**config.mk**
```make
export PLATFORM = sky130hd
export DESIGN_NAME = change_dispenser
export DESIGN_NICKNAME = d
export VERILOG_FILES = /design/src/rtl/change_dispenser.sv
export SDC_FILE = /design/constraint.sdc
export NUM_CORES = 1
export LEC_CHECK = 0
export CAP_MARGIN = 20
export CORE_MARGIN = 1
export CORE_UTILIZATION = 54
export DETAILED_ROUTE_END_ITERATION = 12
export PLACE_DENSITY = 0.8
export SETUP_SLACK_MARGIN = 0.4
export SLEW_MARGIN = 20
export SYNTH_ARGS = -nofsm -noshare
export SYNTH_HDL_FRONTEND = slang
export SYNTH_SLANG_ARGS = --single-unit
```
**constraint.sdc**
```tcl
create_clock -name clk -period 3 [get_ports clk]
set_input_delay 0.6 -clock clk [delete_from_list [all_inputs] [get_ports clk]]
set_output_delay 0.6 -clock clk [all_outputs]
set_load 0.005 [all_outputs]
```
**src/rtl/change_dispenser.sv**
```systemverilog
// change_dispenser: payout controller for a 10-unit and a 5-unit coin hopper.
// Pays largest coin first, handshakes each coin with coin_sense, keeps the
// on-board coin inventory and reports the unpaid shortfall of each payout.
// Optional macro CHANGE_AUDIT_EN adds a 16-bit paid_total output that counts
// every value unit actually dispensed (wraps modulo 2^16).
//
// state   | meaning
// --------+-----------------------------------------------------------------
// S_IDLE  | waiting for a request, req_ready high
// S_SEL   | one cycle: choose the next coin or finish
// S_EJECT | selected hopper driven, waiting for coin_sense or timeout
// S_GAP   | hopper recovery, ejects low for GAP_CYC cycles
// S_DONE  | one cycle: done pulse, shortfall published
module change_dispenser #(
    parameter int AMT_W   = 8,
    parameter int CNT_W   = 6,
    parameter int TIMEOUT = 16,
    parameter int GAP_CYC = 2
) (
    input  logic             clk,
    input  logic             reset,
    input  logic             req_valid,
    input  logic [AMT_W-1:0] req_amount,
    output logic             req_ready,
    input  logic             load_10,
    input  logic             load_5,
    input  logic             coin_sense,
    output logic             eject_10,
    output logic             eject_5,
    output logic             done,
    output logic             short,
    output logic [AMT_W-1:0] remaining,
    output logic [CNT_W-1:0] inv_10,
`ifdef CHANGE_AUDIT_EN
    output logic [CNT_W-1:0] inv_5,
    output logic [15:0]      paid_total
`else
    output logic [CNT_W-1:0] inv_5
`endif
);

    localparam int TMR_MAX = (TIMEOUT > GAP_CYC) ? TIMEOUT : GAP_CYC;
    localparam int TMR_W   = $clog2(TMR_MAX + 1);
    localparam logic [AMT_W-1:0] TEN  = AMT_W'(10);
    localparam logic [AMT_W-1:0] FIVE = AMT_W'(5);
    localparam logic [CNT_W-1:0] INV_MAX = {CNT_W{1'b1}};

    typedef enum logic [2:0] {
        S_IDLE,
        S_SEL,
        S_EJECT,
        S_GAP,
        S_DONE
    } state_t;

    state_t           state_q;
    logic [AMT_W-1:0] rem_q;
    logic [TMR_W-1:0] tmr_q;
    logic             coin_10_q;
    logic             eject_10_q, eject_5_q, done_q, short_q;
    logic [AMT_W-1:0] remaining_q;
    logic [CNT_W-1:0] inv_10_q, inv_10_d, inv_5_q, inv_5_d;

    logic             in_eject, sensed, timed_out;
    logic [AMT_W-1:0] coin_val;

    assign in_eject  = (state_q == S_EJECT);
    assign sensed    = in_eject && coin_sense;
    assign timed_out = in_eject && !coin_sense && (tmr_q == '0);
    assign coin_val  = coin_10_q ? TEN : FIVE;

    assign req_ready = (state_q == S_IDLE);
    assign eject_10  = eject_10_q;
    assign eject_5   = eject_5_q;
    assign done      = done_q;
    assign short     = short_q;
    assign remaining = remaining_q;
    assign inv_10    = inv_10_q;
    assign inv_5     = inv_5_q;

    // Inventory next-state: jam clear beats load, load and dispense cancel, loads saturate.
    always_comb begin
        inv_10_d = inv_10_q;
        inv_5_d  = inv_5_q;
        if (timed_out && coin_10_q) begin
            inv_10_d = '0;
        end else if (sensed && coin_10_q) begin
            if (!load_10) inv_10_d = inv_10_q - 1'b1;
        end else if (load_10 && inv_10_q != INV_MAX) begin
            inv_10_d = inv_10_q + 1'b1;
        end
        if (timed_out && !coin_10_q) begin
            inv_5_d = '0;
        end else if (sensed && !coin_10_q) begin
            if (!load_5) inv_5_d = inv_5_q - 1'b1;
        end else if (load_5 && inv_5_q != INV_MAX) begin
            inv_5_d = inv_5_q + 1'b1;
        end
    end

    // Inventory registers.
    always_ff @(posedge clk or posedge reset) begin
        if (reset) begin
            inv_10_q <= '0;
            inv_5_q  <= '0;
        end else begin
            inv_10_q <= inv_10_d;
            inv_5_q  <= inv_5_d;
        end
    end

    // Payout sequencer with registered eject/done/status outputs.
    always_ff @(posedge clk or posedge reset) begin
        if (reset) begin
            state_q     <= S_IDLE;
            rem_q       <= '0;
            tmr_q       <= '0;
            coin_10_q   <= 1'b0;
            eject_10_q  <= 1'b0;
            eject_5_q   <= 1'b0;
            done_q      <= 1'b0;
            short_q     <= 1'b0;
            remaining_q <= '0;
        end else begin
            done_q <= 1'b0;
            case (state_q)
                S_IDLE: begin
                    if (req_valid) begin
                        rem_q       <= req_amount;
                        short_q     <= 1'b0;
                        remaining_q <= '0;
                        state_q     <= S_SEL;
                    end
                end
                S_SEL: begin
                    if (rem_q >= TEN && inv_10_q != '0) begin
                        coin_10_q  <= 1'b1;
                        eject_10_q <= 1'b1;
                        tmr_q      <= TMR_W'(TIMEOUT - 1);
                        state_q    <= S_EJECT;
                    end else if (rem_q >= FIVE && inv_5_q != '0) begin
                        coin_10_q  <= 1'b0;
                        eject_5_q  <= 1'b1;
                        tmr_q      <= TMR_W'(TIMEOUT - 1);
                        state_q    <= S_EJECT;
                    end else begin
                        done_q      <= 1'b1;
                        remaining_q <= rem_q;
                        short_q     <= (rem_q != '0);
                        state_q     <= S_DONE;
                    end
                end
                S_EJECT: begin
                    if (coin_sense) begin
                        rem_q      <= rem_q - coin_val;
                        eject_10_q <= 1'b0;
                        eject_5_q  <= 1'b0;
                        tmr_q      <= TMR_W'(GAP_CYC - 1);
                        state_q    <= S_GAP;
                    end else if (tmr_q == '0) begin
                        eject_10_q <= 1'b0;
                        eject_5_q  <= 1'b0;
                        state_q    <= S_SEL;
                    end else begin
                        tmr_q <= tmr_q - 1'b1;
                    end
                end
                S_GAP: begin
                    if (tmr_q == '0) state_q <= S_SEL;
                    else             tmr_q   <= tmr_q - 1'b1;
                end
                S_DONE:  state_q <= S_IDLE;
                default: state_q <= S_IDLE;
            endcase
        end
    end

`ifdef CHANGE_AUDIT_EN
    logic [15:0] paid_total_q;
    assign paid_total = paid_total_q;

    // Running total of value actually dispensed.
    always_ff @(posedge clk or posedge reset) begin
        if (reset)       paid_total_q <= '0;
        else if (sensed) paid_total_q <= paid_total_q + 16'(coin_val);
    end
`endif

endmodule

```
==> Word level (Yosys, flattened, before mapping) <==
Cells that the tools add are included.
{ "totals": {"out_inout_bits": 25, "word_cells": 110, "reg_bits": 41, "in_bits": 14} }
{ "classes": {"muxes": 43, "eq_ne": 15, "order_cmp": 2, "add_sub_neg": 6, "n_reduce_logical": 33} }
{ "ops": {"columns": ["op", "n"], "rows": [
  ["two-way mux 6 bit", 8],
  ["two-way mux 8 bit", 5],
  ["case mux 8 bit (2 select lines)", 2],
  ["two-way mux 5 bit", 4],
  ["two-way mux 3 bit", 5],
  ["case mux 5 bit (3 select lines)", 1],
  ["two-way mux 1 bit", 13],
  ["adder 6 x 1 -> 6 bit (second input constant)", 2],
  ["inequality test 2 bit (second input constant)", 6],
  ["inequality test 6 bit (second input constant)", 2],
  ["case mux 3 bit (4 select lines)", 1],
  ["nonzero test 6 bit", 2],
  ["subtractor 6 x 1 -> 6 bit (second input constant)", 2],
  ["logical AND 1 bit", 11],
  ["inequality test 3 bit (second input constant)", 3],
  ["nonzero test 3 bit", 3],
  ["greater-or-equal comparator 8 x 3 -> 1 bit (second input constant)", 1],
  ["greater-or-equal comparator 8 x 4 -> 1 bit (second input constant)", 1],
  ["AND reduction 2 bit", 4],
  ["AND reduction 4 bit", 2],
  ["nonzero test 2 bit", 4],
  ["nonzero test 8 bit", 1],
  ["subtractor 8 x 4 -> 8 bit", 1],
  ["equality test 3 x 2 -> 1 bit (second input constant)", 2],
  ["other kinds (9)", 13]
]} }

==> Logic depth before layout (Yosys ltp) <==
{ "logic_depth": {"word_depth": 6, "depth_mapped": 10, "ltp_nobuf": 9} }

==> Least setup slack after synthesis <==
Ideal clock, no wire load.
{ "synth_timing": {"path_kind": "reg2reg", "from": "register state_q[0]", "to": "register inv_5_q[5] (netlist: inv_5[5])", "required_time_ns": 2.873, "arrival_ns": 2.178, "n_path_buf": 1, "slack_ns": 0.695, "setup_time_ns": 0.127, "period_less_slack_ns": 2.305, "stages_incl_launch_ff": 10, "cell_sequence": "dfrtp_1 -> clkbuf_1 -> nor4b_2 -> nand2_1 -> inv_1 -> ha_1 -> nor2b_1 -> o41ai_1 -> o21ba_1 -> a21oi_1"} }
{ "synth_between": {"elab_chain_len": 6, "word_cells_on_any_way": 11, "classes_between": "eq/ne: 2; mux: 2; reduce/logical: 7"} }
{ "synth_rtl": {"columns": ["item", "line", "text"], "rows": [
  ["from (decl)", "56", "state_t state_q;"],
  ["from (signal assigned)", "115", "state_q <= S_IDLE;"],
  ["from (signal assigned)", "132", "state_q <= S_SEL;"],
  ["from (signal assigned)", "140", "state_q <= S_EJECT;"],
  ["equality test 3 x 2 -> 1 bit (*)", "67", "assign in_eject = (state_q == S_EJECT);"],
  ["logical AND 1 bit (2 in a row)", "69", "assign timed_out = in_eject && !coin_sense && (tmr_q == '0);"],
  ["logical AND 1 bit", "92", "if (timed_out && !coin_10_q) begin"],
  ["inequality test 3 bit (no line) / nonzero test 3 bit (equally long branches)", null, null],
  ["AND reduction 2 bit (no line)", null, null],
  ["to (signal assigned)", "108", "inv_5_q <= inv_5_d;"],
  ["to (decl)", "62", "logic [CNT_W-1:0] inv_10_q, inv_10_d, inv_5_q, inv_5_d;"]
]} }
Every way passes the cells marked *; elsewhere a longest branch is shown, timed or not.
A chain may end at the register's enable or synchronous reset.

==> Final worst setup path <==
{ "layout_timing": {"from": "register state_q[0]", "to": "register short_q (netlist: short)"} }
{ "layout_between": {"elab_chain_len": 3, "word_cells_on_any_way": 8, "classes_between": "eq/ne: 4; mux: 1; reduce/logical: 3"} }
{ "layout_rtl": {"columns": ["item", "line", "text"], "rows": [
  ["equality test 3 x 1 -> 1 bit / logical NOT 3 bit (equally long branches)", "126", "case (state_q)"],
  ["inequality test 2 bit (no line) / nonzero test 2 bit (equally long branches)", null, null],
  ["AND reduction 4 bit (no line)", null, null],
  ["to (signal assigned)", "149", "short_q <= (rem_q != '0);"],
  ["to (decl)", "60", "logic eject_10_q, eject_5_q, done_q, short_q;"]
]} }
Parallel ways exist; a longest one is shown, timed or not.

==> results.toml <==
[outcome]
status = "finished, final reports clean"

[synthesis]
synth_seq_area_share_pct = 38.9
yosys_warnings = 0
netlist_area_mm2 = 0.00264
synth_edf_count = 0
synth.area.top_cells = "dfrtp_1 (39%), ha_1 (4.3%), a21oi_1 (4.2%)"
netlist_instances = 288
yosysMostFrequentCell = "dfrtp_1"
synth_seq_cells = 41
async_flop_share_pct = 100
yosys-top-cells-count = "dfrtp_1 (41), a21oi_1 (22), nand2_1 (17), clkbuf_1 (15), o21ai_0 (15)"
yosysTopAreaCell = "dfrtp_1"
yosys_most_used_dff = "dfrtp_1"
synth_cell_types = 64
synth.top_cell.area_share_pct = 38.9
synthesis.nets = 312
syn_avg_cell_area_um2 = 9.16

[floorplanning]
die_x_um = 71.9
io_pins = 39
dieArea_mm2 = 0.00517
die_h_um = 71.9
start_util_pct = 55.9
rows = 25
core-area_mm2 = 0.00472

[power]
p_leak_nw = 1.35
p_per_area_mw_per_mm2 = 982
ir_drop_uv = 486

[critical_path]
timing.rr.end = "short$_DFFE_PP0P_"
crit_path_cell_trace = "or3b_1 -> a221oi_2 -> a21o_1 -> or2_4 -> mux2_4"
worst_setup_path_end_kind = "flip-flop"
r2r_slack_ns = 0.57
crit_type = "reg -> reg"
crit_path_top_delay_cell = "dfrtp_1"
crit_buf_inv = 0
crit_path_start_kind = "flip-flop"
crit_fanout = 12
r2r-start = "state_q[0]$_DFFE_PP0P_"
worstPathRequired_ns = 3.18
arrival_ns = 2.61
slowest_delay_ns = 0.55
cp-startpoint = "state_q[0]$_DFFE_PP0P_"
ff2ff_path_depth = 5
path_delay_family = "simple AND/OR/NAND/NOR gates"

[drt]
ant_nets = 0
route.final.wire_length_mm = 6.10
vias = 2383
drc_errors = 0
avgViaCountPerCell = 6.08
firstDrtPassIters = 4
drt_iter0_markers = 218
post_drt_wl_per_cell_um = 15.6

[timing]
tightest_slew_ns = 0.785
finClkSkew_ns = 0.00419
finalHoldViolCount = 0
post-route-period-util_pct = 80.9
slew_viol_final = 0
tns_ns = 0
grt_setup_unrepaired = "false"
max_freq_mhz = 412
finalSetupViolCount = 0
final.min_clock_period_ns = 2.43
relSlewSlack_pct = 47.6

[cts]
clock_sink_count = 41
cts_made_buffers = 5
cts_max_path_buffers = 2
root_buffer = "clkbuf_8"
cts_hold_buf = 0
insertion_delay_ns = 0.29
cts_tree = "yes"
h-tree-depth = 2
path_clk_slew_ns = 0.08

[job]
max_cap_violations = 0

[global_routing]
grt_pass1_wl_mm = 10.1
grt_pass1_vias = 2150
grt.total_usage_pct = 24.5
grt_overflow = 0
grt_max_degree = 42
antenna_found_initial = 0

[cells_and_area]
post-route-cell-area_mm2 = 0.00319
drive_gt1_share_pct = 8.62
fillCellCount = 364
final_nets = 348
area_delta_synth_final_pct = 20.8
n_antenna_cell = 0

[place]
placed_area_mm2 = 0.00309
dp.final_hpwl_mm = 4.27
gp_congestion = 0.869
io_buffers = 38

[hold_path]
min_from = "eject_10$_DFFE_PP0P_"
worst_hold_path.endpoint = "eject_10$_DFFE_PP0P_"
hold_depth = 1
hp-class = "reg -> reg"
-- worst max path at each step --
stage                                 end  slack, ns  cells past startpoint
finish                  short$_DFFE_PP0P_       0.57                      5
detailed placement  inv_10[5]$_DFFE_PP0P_       0.29                      8
CTS                     short$_DFFE_PP0P_       0.47                      5
global placement    inv_10[5]$_DFFE_PP0P_       0.34                      8
global route         inv_5[5]$_DFFE_PP0P_       0.42                      9
floorplan            inv_5[5]$_DFFE_PP0P_       0.70                      9
-- repair_timing --
item / CTS / global route
gates resized for setup: 0 / 4
setup buffers: 0 / 0
endpoints found under the hold margin: 0 / 0
setup endpoints to repair: 0 / 3
-- cell type report --
class | count | area (um2) | area share (%)
clock buffers | 6 | 72.6 | 2.28
clock inverters | 2 | 10.0 | 0.314
inverters | 15 | 56.3 | 1.77
multi-input cells | 216 | 1500 | 47.2
flip-flops and latches | 41 | 1030 | 32.2
well taps | 67 | 83.8 | 2.63
repair buffers | 45 | 433 | 13.6
-- per-stage QoR --
step / power (mW) / std cells / setup WS, ns / utilization (%) / hold slack [ns]
2_1_floorplan: 2.18 / 288 / 0.695 / - / 0.474
3_3_place_gp: 2.70 / 384 / 0.339 / 65.4 / 0.470
3_5_place_dp: 2.74 / 384 / 0.289 / 65.4 / 0.466
4_1_cts: 3.11 / 392 / 0.472 / 67.1 / 0.496
6_report: 3.13 / 392 / 0.574 / 67.5 / 0.491
5_1_grt: 3.39 / 392 / 0.419 / 67.5 / 0.532
-- power by group --
group | switching [mW] | internal (mW) | total, mW
sequential | 0.340 | 0.780 | 1.12
combinational | 0.813 | 0.839 | 1.65
clock | 0.196 | 0.162 | 0.358
-- kinds of logic after synthesis --
logic type | count (synthesis) | share of synthesized area, %
flip-flops | 41 | 38.9
AND/OR/NAND/NOR | 89 | 19.0
buffers and inverters | 31 | 4.69
AO/OA/AOI/OAI | 103 | 27.1
adder cells (fa/ha/maj) | 10 | 5.03
multiplexers | 7 | 2.99
XOR/XNOR | 7 | 2.32
-- layer usage --
layer / wire length, um / global-route usage [%] / vias to the layer above / part of all wire, %
met1: 2960 / 36.0 / 1146 / 48
met2: 2800 / 38.1 / 68 / 46
li1: - / - / 1162 / -
met4: 70 / 7.63 / 0 / 1.1
met5: 0 / 0 / - / 0
met3: 278 / 3.19 / 7 / 4.6
-- sequential cells by signal, indices dropped and copies added (netlist names) --
register   cells
rem_q          8
tmr_q          5
inv_10         6
remaining      8
done           1
short          1
state_q        3
eject_5        1
inv_5          6
coin_10_q      1
eject_10       1
-- layout by cell type (no fill, tap or decap), types with 4 or more instances in the layout --
master,netlist,routed
buf_4,0,7
a31oi_1,4,4
nand2_1,17,17
nor3_1,14,14
ha_1,9,9
nand3_1,6,5
o21a_1,5,5
clkbuf_8,0,5
a22o_1,5,5
dfrtp_1,41,40
o31ai_1,5,5
inv_1,14,14
nor2_1,14,14
o21ai_1,8,8
a21oi_1,22,22
nand2b_1,5,5
nor3b_1,4,4
xnor2_1,5,5
clkdlybuf4s50_1,0,38
o21ai_0,15,15
nand4_1,4,4
nor2b_1,7,7
(Power assumes the default switching activity.)
